==> config.mk <==
export PLATFORM = sky130hd
export DESIGN_NAME = dj8_bus_io
export DESIGN_NICKNAME = d
export VERILOG_FILES = /design/src/rtl/dj8_bus_io.sv
export SDC_FILE = /design/constraint.sdc
export NUM_CORES = 1
export LEC_CHECK = 0
export CAP_MARGIN = 20
export CORE_MARGIN = 2
export CORE_UTILIZATION = 60
export CTS_CLUSTER_SIZE = 14
export DETAILED_ROUTE_END_ITERATION = 6
export DONT_BUFFER_PORTS = 1
export GPL_ROUTABILITY_DRIVEN = 0
export PLACE_DENSITY = 0.76
export SLEW_MARGIN = 20
export SYNTH_ARGS = -nofsm -noshare
export SYNTH_HDL_FRONTEND = slang
export SYNTH_SLANG_ARGS = --single-unit
==> constraint.sdc <==
create_clock -name clk -period 2.85 [get_ports clk]
set_clock_uncertainty 0.2 [all_clocks]
set_input_delay 0.1425 -clock clk [delete_from_list [all_inputs] [get_ports clk]]
set_output_delay 0.1425 -clock clk [all_outputs]
set_load 0.03 [all_outputs]
==> src/rtl/dj8_bus_io.sv <==
// DJ8 downstream bus stage: address decode, external memory strobes,
// and an on-chip I/O page with GPIO, 8N1 UART transmitter and timer.
module dj8_bus_io #(
  parameter logic [7:0] IO_PAGE      = 8'hFF,
  parameter int         CLKS_PER_BIT = 16,
  parameter int         TIMER_DIV    = 256
) (
  input  logic        clk,
  input  logic        reset,
  input  logic [15:0] cpu_addr,
  input  logic [7:0]  cpu_wdata,
  input  logic        cpu_we_n,
  input  logic        cpu_wcycle,
  output logic [7:0]  cpu_rdata,
  output logic [15:0] ext_addr,
  output logic [7:0]  ext_wdata,
  input  logic [7:0]  ext_rdata,
  output logic        ext_ce_n,
  output logic        ext_we_n,
  input  logic [7:0]  gpio_in,
  output logic [7:0]  gpio_out,
  output logic        uart_tx
);

  localparam int CW = (CLKS_PER_BIT > 1) ? $clog2(CLKS_PER_BIT) : 1;
  localparam int PW = (TIMER_DIV > 1) ? $clog2(TIMER_DIV) : 1;
  localparam logic [CW-1:0] BIT_LAST = CW'(CLKS_PER_BIT - 1);
  localparam logic [PW-1:0] PRE_LAST = PW'(TIMER_DIV - 1);

  typedef enum logic [1:0] {
    IDLE,
    START,
    DATA,
    STOP
  } tx_state_t;

  logic          io_sel;
  logic          io_wr;
  logic [7:0]    off;
  logic          wr_gpio;
  logic          wr_tx;
  logic          wr_stat;
  logic          wr_timer;
  logic [7:0]    sync1;
  logic [7:0]    sync2;
  tx_state_t     state;
  logic          tx_busy;
  logic          overrun;
  logic [7:0]    tx_data;
  logic [7:0]    shift;
  logic [CW-1:0] cnt;
  logic [2:0]    bit_idx;
  logic [7:0]    timer;
  logic [PW-1:0] pre;
  logic [7:0]    io_rdata;

  assign off      = cpu_addr[7:0];
  assign io_sel   = (cpu_addr[15:8] == IO_PAGE);
  assign io_wr    = io_sel & ~cpu_we_n & cpu_wcycle;
  assign wr_gpio  = io_wr & (off == 8'h00);
  assign wr_tx    = io_wr & (off == 8'h02);
  assign wr_stat  = io_wr & (off == 8'h03);
  assign wr_timer = io_wr & (off == 8'h04);

  // The I/O page deselects external memory and masks its write strobe.
  assign ext_addr  = cpu_addr;
  assign ext_wdata = cpu_wdata;
  assign ext_ce_n  = io_sel;
  assign ext_we_n  = cpu_we_n | ext_ce_n;

  always_ff @(posedge clk or posedge reset) begin
    if (reset) begin
      gpio_out <= 8'h00;
      sync1    <= 8'h00;
      sync2    <= 8'h00;
    end else begin
      sync1 <= gpio_in;
      sync2 <= sync1;
      if (wr_gpio) gpio_out <= cpu_wdata;
    end
  end

  always_ff @(posedge clk or posedge reset) begin
    if (reset) begin
      state   <= IDLE;
      uart_tx <= 1'b1;
      tx_busy <= 1'b0;
      tx_data <= 8'h00;
      shift   <= 8'h00;
      cnt     <= '0;
      bit_idx <= 3'd0;
    end else begin
      unique case (state)
        IDLE: begin
          if (wr_tx) begin
            tx_data <= cpu_wdata;
            shift   <= cpu_wdata;
            state   <= START;
            uart_tx <= 1'b0;
            tx_busy <= 1'b1;
            cnt     <= '0;
          end
        end
        START: begin
          if (cnt == BIT_LAST) begin
            cnt     <= '0;
            bit_idx <= 3'd0;
            state   <= DATA;
            uart_tx <= shift[0];
          end else begin
            cnt <= cnt + 1'b1;
          end
        end
        DATA: begin
          if (cnt == BIT_LAST) begin
            cnt <= '0;
            if (bit_idx == 3'd7) begin
              state   <= STOP;
              uart_tx <= 1'b1;
            end else begin
              bit_idx <= bit_idx + 3'd1;
              shift   <= {1'b0, shift[7:1]};
              uart_tx <= shift[1];
            end
          end else begin
            cnt <= cnt + 1'b1;
          end
        end
        STOP: begin
          if (cnt == BIT_LAST) begin
            cnt     <= '0;
            state   <= IDLE;
            tx_busy <= 1'b0;
          end else begin
            cnt <= cnt + 1'b1;
          end
        end
      endcase
    end
  end

  // A dropped byte sets overrun even if the same write tries to clear it.
  always_ff @(posedge clk or posedge reset) begin
    if (reset) overrun <= 1'b0;
    else overrun <= (wr_tx & tx_busy) | (overrun & ~wr_stat);
  end

  always_ff @(posedge clk or posedge reset) begin
    if (reset) begin
      timer <= 8'h00;
      pre   <= '0;
    end else if (wr_timer) begin
      timer <= cpu_wdata;
      pre   <= '0;
    end else if (pre == PRE_LAST) begin
      timer <= timer + 8'd1;
      pre   <= '0;
    end else begin
      pre <= pre + 1'b1;
    end
  end

  always_comb begin
    io_rdata = 8'h00;
    unique case (off)
      8'h00:   io_rdata = gpio_out;
      8'h01:   io_rdata = sync2;
      8'h02:   io_rdata = tx_data;
      8'h03:   io_rdata = {6'b0, overrun, tx_busy};
      8'h04:   io_rdata = timer;
      default: io_rdata = 8'h00;
    endcase
  end

  assign cpu_rdata = io_sel ? io_rdata : ext_rdata;

endmodule
Yosys cells after proc, flatten, opt, wreduce, memory -nomap -nowiden --
Cells that the tools add are included. Widths: inputs -> output; s select.
Cells by class: muxes and demuxes 31, shift operators 0, multiply operators 0, order comparisons 0, add/sub/neg operators 4, reduce and logical (&&, ||, !) cells 14, equality and inequality tests 17, divide/modulo/power cells 0, bitwise gates (word level) 12
Operators by type and width (number):
- $mux 8 | 8
- $pmux 8 s5 | 1
- $add 8x1->8 const B | 2
- $eq 8x2->1 const B | 2
- $eq 8x8->1 const B | 2
- $pmux 8 s2 | 1
- $ne 2x2->1 const B | 6
- $reduce_and 4->1 | 3
- $mux 2 | 5
- $mux 3 | 3
- $and 1x1->1 | 8
- $eq 8x1->1 const B | 1
- $eq 8x3->1 const B | 1
- $logic_not 8->1 | 1
- $mux 4 | 2
- $pmux 2 s4 | 1
- $pmux 4 s2 | 1
- $reduce_bool 2->1 | 4
- $mux 1 | 6
- $pmux 3 s2 | 1
- $reduce_and 5->1 | 1
- $add 4x1->4 const B | 1
- $eq 2x2->1 const B | 2
- $eq 4x4->1 const B | 1
- 12 further kinds | 14
Word-level totals: bits in registers 68, latch bits 0, output and inout port bits 43, ROM bits 0, memories 0, bits in writable memories 0

Logic depth before layout (Yosys ltp) --
depth in word-level cells 7, depth in mapped cells 8, mapped depth without buffers 7

Least setup slack after synthesis --
No wires, ideal clock.
kind input port to flip-flop, from input cpu_addr[5], to register gpio_out[0], buffers on the path 0, setup slack 0.567 ns, cell stages on the path 5, library setup time 0.125 ns, arrival time 1.959 ns, path through or4_4 nor4_1 nand2_1 nor2_2 mux2_2
On the way: cells in the longest elaborated chain, start to end 2
Ends and longest elaborated chain:
- start: declaration | line 10 | input logic [15:0] cpu_addr,
- $logic_not 8->1 | line 60 | assign wr_gpio = io_wr & (off == 8'h00);
- $and 1x1->1 | line 60
- end signal: assignment | line 79 | if (wr_gpio) gpio_out <= cpu_wdata;
- end: declaration | line 21 | output logic [7:0] gpio_out,
Every way passes these cells. A chain may end at the register's enable or synchronous reset.

Worst setup path in the final report --
from input cpu_addr[5], to output cpu_rdata[5]
On the way: cells in the longest elaborated chain, start to end 3, elaborated cells on any way between the ends 7, those cells by class eq/ne (4); mux (2); reduce/logical (1)
Ends and longest elaborated chain:
- $eq 8x3->1 (tied with other cells) | line 165 | unique case (off)
- $pmux 8 s5 * | line 165
- $mux 8 * | line 175 | assign cpu_rdata = io_sel ? io_rdata : ext_rdata;
- end: declaration | line 14 | output logic [7:0] cpu_rdata,
Every way passes the cells marked *; elsewhere a longest branch is shown, timed or not.

==> results_dict.tcl <==
set metrics [dict create \
    setup_tns_ns 0 \
    hold_viol_final 0 \
    power_mw 2.60 \
    yosys_warnings 0 \
    setup_viol 0 \
    hold-worst-slack_ns 0.0810 \
    post_cts.repair.setup_buffers 0 \
    drive_gt1_share_pct 13.9 \
    wl_microns 7860 \
    start_util_pct 61.2 \
    ys_types 48 \
    grt_pass1_wl_microns 12300 \
    synth_edf_count 0 \
    design_area_sq_mm 0.00382 \
    cp_max_fo 6 \
    vdd_drop_max_mv 0.466 \
    utilization_pct 65.8 \
    fmax_mhz 415 \
    crit_path_start_kind "primary input" \
    pre_cts_ws_ns 0.488 \
    ctsLongestPathBuffers 2 \
    port_buffers 0 \
    fin_nets 388 \
    power_leakage_nw 1.64 \
    htreeDepth 3 \
    grt_pass1_vias 2438 \
    first_iter_violations 119 \
    maxCapViolCount 0 \
    rsz0062_at_grt "false" \
    n_antenna_cell 0 \
    r2r_cells 5 \
    via_count 2593 \
    placed_cells 377 \
    outcome "finished, final reports clean" \
    top_level_ports 87 \
    drc 0 \
    holdPathStages 4 \
    grt_overflow_total 0 \
    synth-seq-cells 68 \
    fin_crit_ns 2.41 \
    end_kind "output port" \
    seq_area_frac_synth_pct 47.9 \
    numCtsBuffers 9 \
    clk_pin_slew_worst_paths_ns 0.08 \
    worstSetupPathType "primary input to output port" \
    crit_required_ns 2.51 \
    ant_nets 0 \
    die_w_microns 81.0 \
    clk-insertion-delay-late_ns 0.35 \
    worst_slack_ns 0.441 \
    placed_area_sq_mm 0.00343 \
    netlist_area_sq_mm 0.00356 \
    slew_headroom_pct 46.8 \
    coreArea_sq_mm 0.00582 \
    fin_cells 414 \
    area_growth_syn_to_layout_pct 7.49 \
    dp_hpwl_microns 5310 \
    synthCells 336 \
    rows 28 \
    dr.pass1.iters 5 \
    via_per_inst 6.26 \
    grtUsageTotal_pct 25.5 \
    ys_async_sr_fraction_pct 100 \
    antenna_found_initial 0 \
    min_path_type "primary input to flop" \
    slew_violations 0 \
    fp.dieH_microns 81.0 \
    die-area_sq_mm 0.00656 \
    cts_tree "yes" \
    cts_resized 0 \
    worst_pin_slew_ns 0.798 \
    finalCritPeriodShare_pct 84.5 \
    wire_per_inst_microns 19.0 \
    grt_start_max_net_pins 37 \
    cts.sinks 68 \
    syn_area_per_cell_sq_um 10.6 \
    syn_nets 390 \
    synth_flop_cell "dfrtp_1" \
    p_per_area_mw_per_mm2 680 \
    critPathArrivalTime_ns 2.07 \
    cts_root_buffer "clkbuf_8" \
]
[worst max-delay path, cell delays in order]
cell	delay, ns
or4_4	0.52
or4_4	0.56
nor2_1	0.41
a22o_1	0.43
[report_power, final]
group / total [mW] / switching (mW) / internal, mW
combinational: 0.707 / 0.404 / 0.303
clock: 0.716 / 0.391 / 0.325
sequential: 1.18 / 0.0950 / 1.08
total: 2.60 / 0.890 / 1.71
[state kept, by name (all words and copies together) (netlist names), 4 cells and up]
register	cells
pre	8
tx_data	8
cnt	4
timer	8
gpio_out	8
shift	8
sync2	8
sync1	8
[cells in the mapped netlist (3+ instances only)]
cell type	number	area [sq um]
nor3_1	4	20.0
a31oi_1	10	62.6
and3_1	5	31.3
clkbuf_1	11	41.3
nand2_1	15	56.3
xnor2_1	4	35.0
nor2b_1	3	18.8
ha_1	10	125
inv_1	4	15.0
a21oi_1	26	130
mux2i_1	16	160
nand3_1	9	45.0
nand4_1	6	37.5
nor4_1	3	18.8
buf_4	25	188
mux2_2	19	214
and2_1	3	18.8
o21ai_0	13	65.1
a22o_1	14	123
nor2_1	27	101
dfrtp_1	67	1680
xor2_1	7	61.3
[worst paths after layout]
check,startpoint,end,slack (ns)
max reg2reg,state[0]$_DFFE_PP0P_,shift[5]$_DFFE_PP0P_,0.54
max in group asynchronous,reset,shift[3]$_DFFE_PP0P_,1.53
min reg2reg,sync1[3]$_DFF_PP0_,sync2[3]$_DFF_PP0_,0.15
min in group asynchronous,reset,shift[0]$_DFFE_PP0P_,0.18
max,cpu_addr[5],cpu_rdata[5],0.44
min,cpu_addr[3],gpio_out[5]$_DFFE_PP0P_,0.08
[placed cells by master (no fill, tap or decap), types with 3 or more instances in the layout]
| master | count |
|---|---|
| dfrtp_1 | 67 |
| nor2_1 | 27 |
| a21oi_1 | 26 |
| dlygate4sd3_1 | 21 |
| mux2_2 | 19 |
| mux2i_1 | 16 |
| nand2_1 | 15 |
| a22o_1 | 14 |
| o21ai_0 | 13 |
| a31oi_1 | 10 |
| ha_1 | 10 |
| nand3_1 | 9 |
| clkbuf_8 | 9 |
| xor2_1 | 7 |
| nand4_1 | 6 |
| and3_1 | 5 |
| buf_4 | 5 |
| nor3_1 | 4 |
| xnor2_1 | 4 |
| nor4_1 | 3 |
| and2_1 | 3 |
| nor2b_1 | 3 |
| inv_1 | 3 |
| inv_6 | 3 |
[what timing repair did]
item                                    CTS  global route
endpoints found under the hold margin    76             0
hold buffers                             21             0
endpoints found under the setup margin    0             0
[kinds of logic (layout without fill, tap and decap cells)]
| group | after synthesis | after routing | synth area share (%) |
|---|---|---|---|
| and+or+nand+nor | 90 | 90 | 13.2 |
| AOI/OAI and AO/OA | 79 | 79 | 14.6 |
| DFF | 68 | 68 | 47.9 |
| buffers and inverters | 43 | 46 | 7.59 |
| muxes | 35 | 35 | 10.5 |
| xor gates and xnor gates | 11 | 11 | 2.71 |
| adders and majority gates | 10 | 10 | 3.52 |
[per-layer routing]
metal	up-vias	wire, microns	track usage [%]
li1	1193	-	-
met1	1302	3240	33.5
met2	83	3970	40.3
met3	15	492	8.00
met4	0	161	8.64
met5	-	0	0
[final cells by class]
type	count	area (sq um)
clock buffers	9	124
clock inverters	7	56.3
multi-input cells	225	1590
fillers	444	1990
flip-flops and latches	68	1700
repair buffers	26	248
inverters	4	15.0
well taps	75	93.8
(Power assumes the default switching activity.)
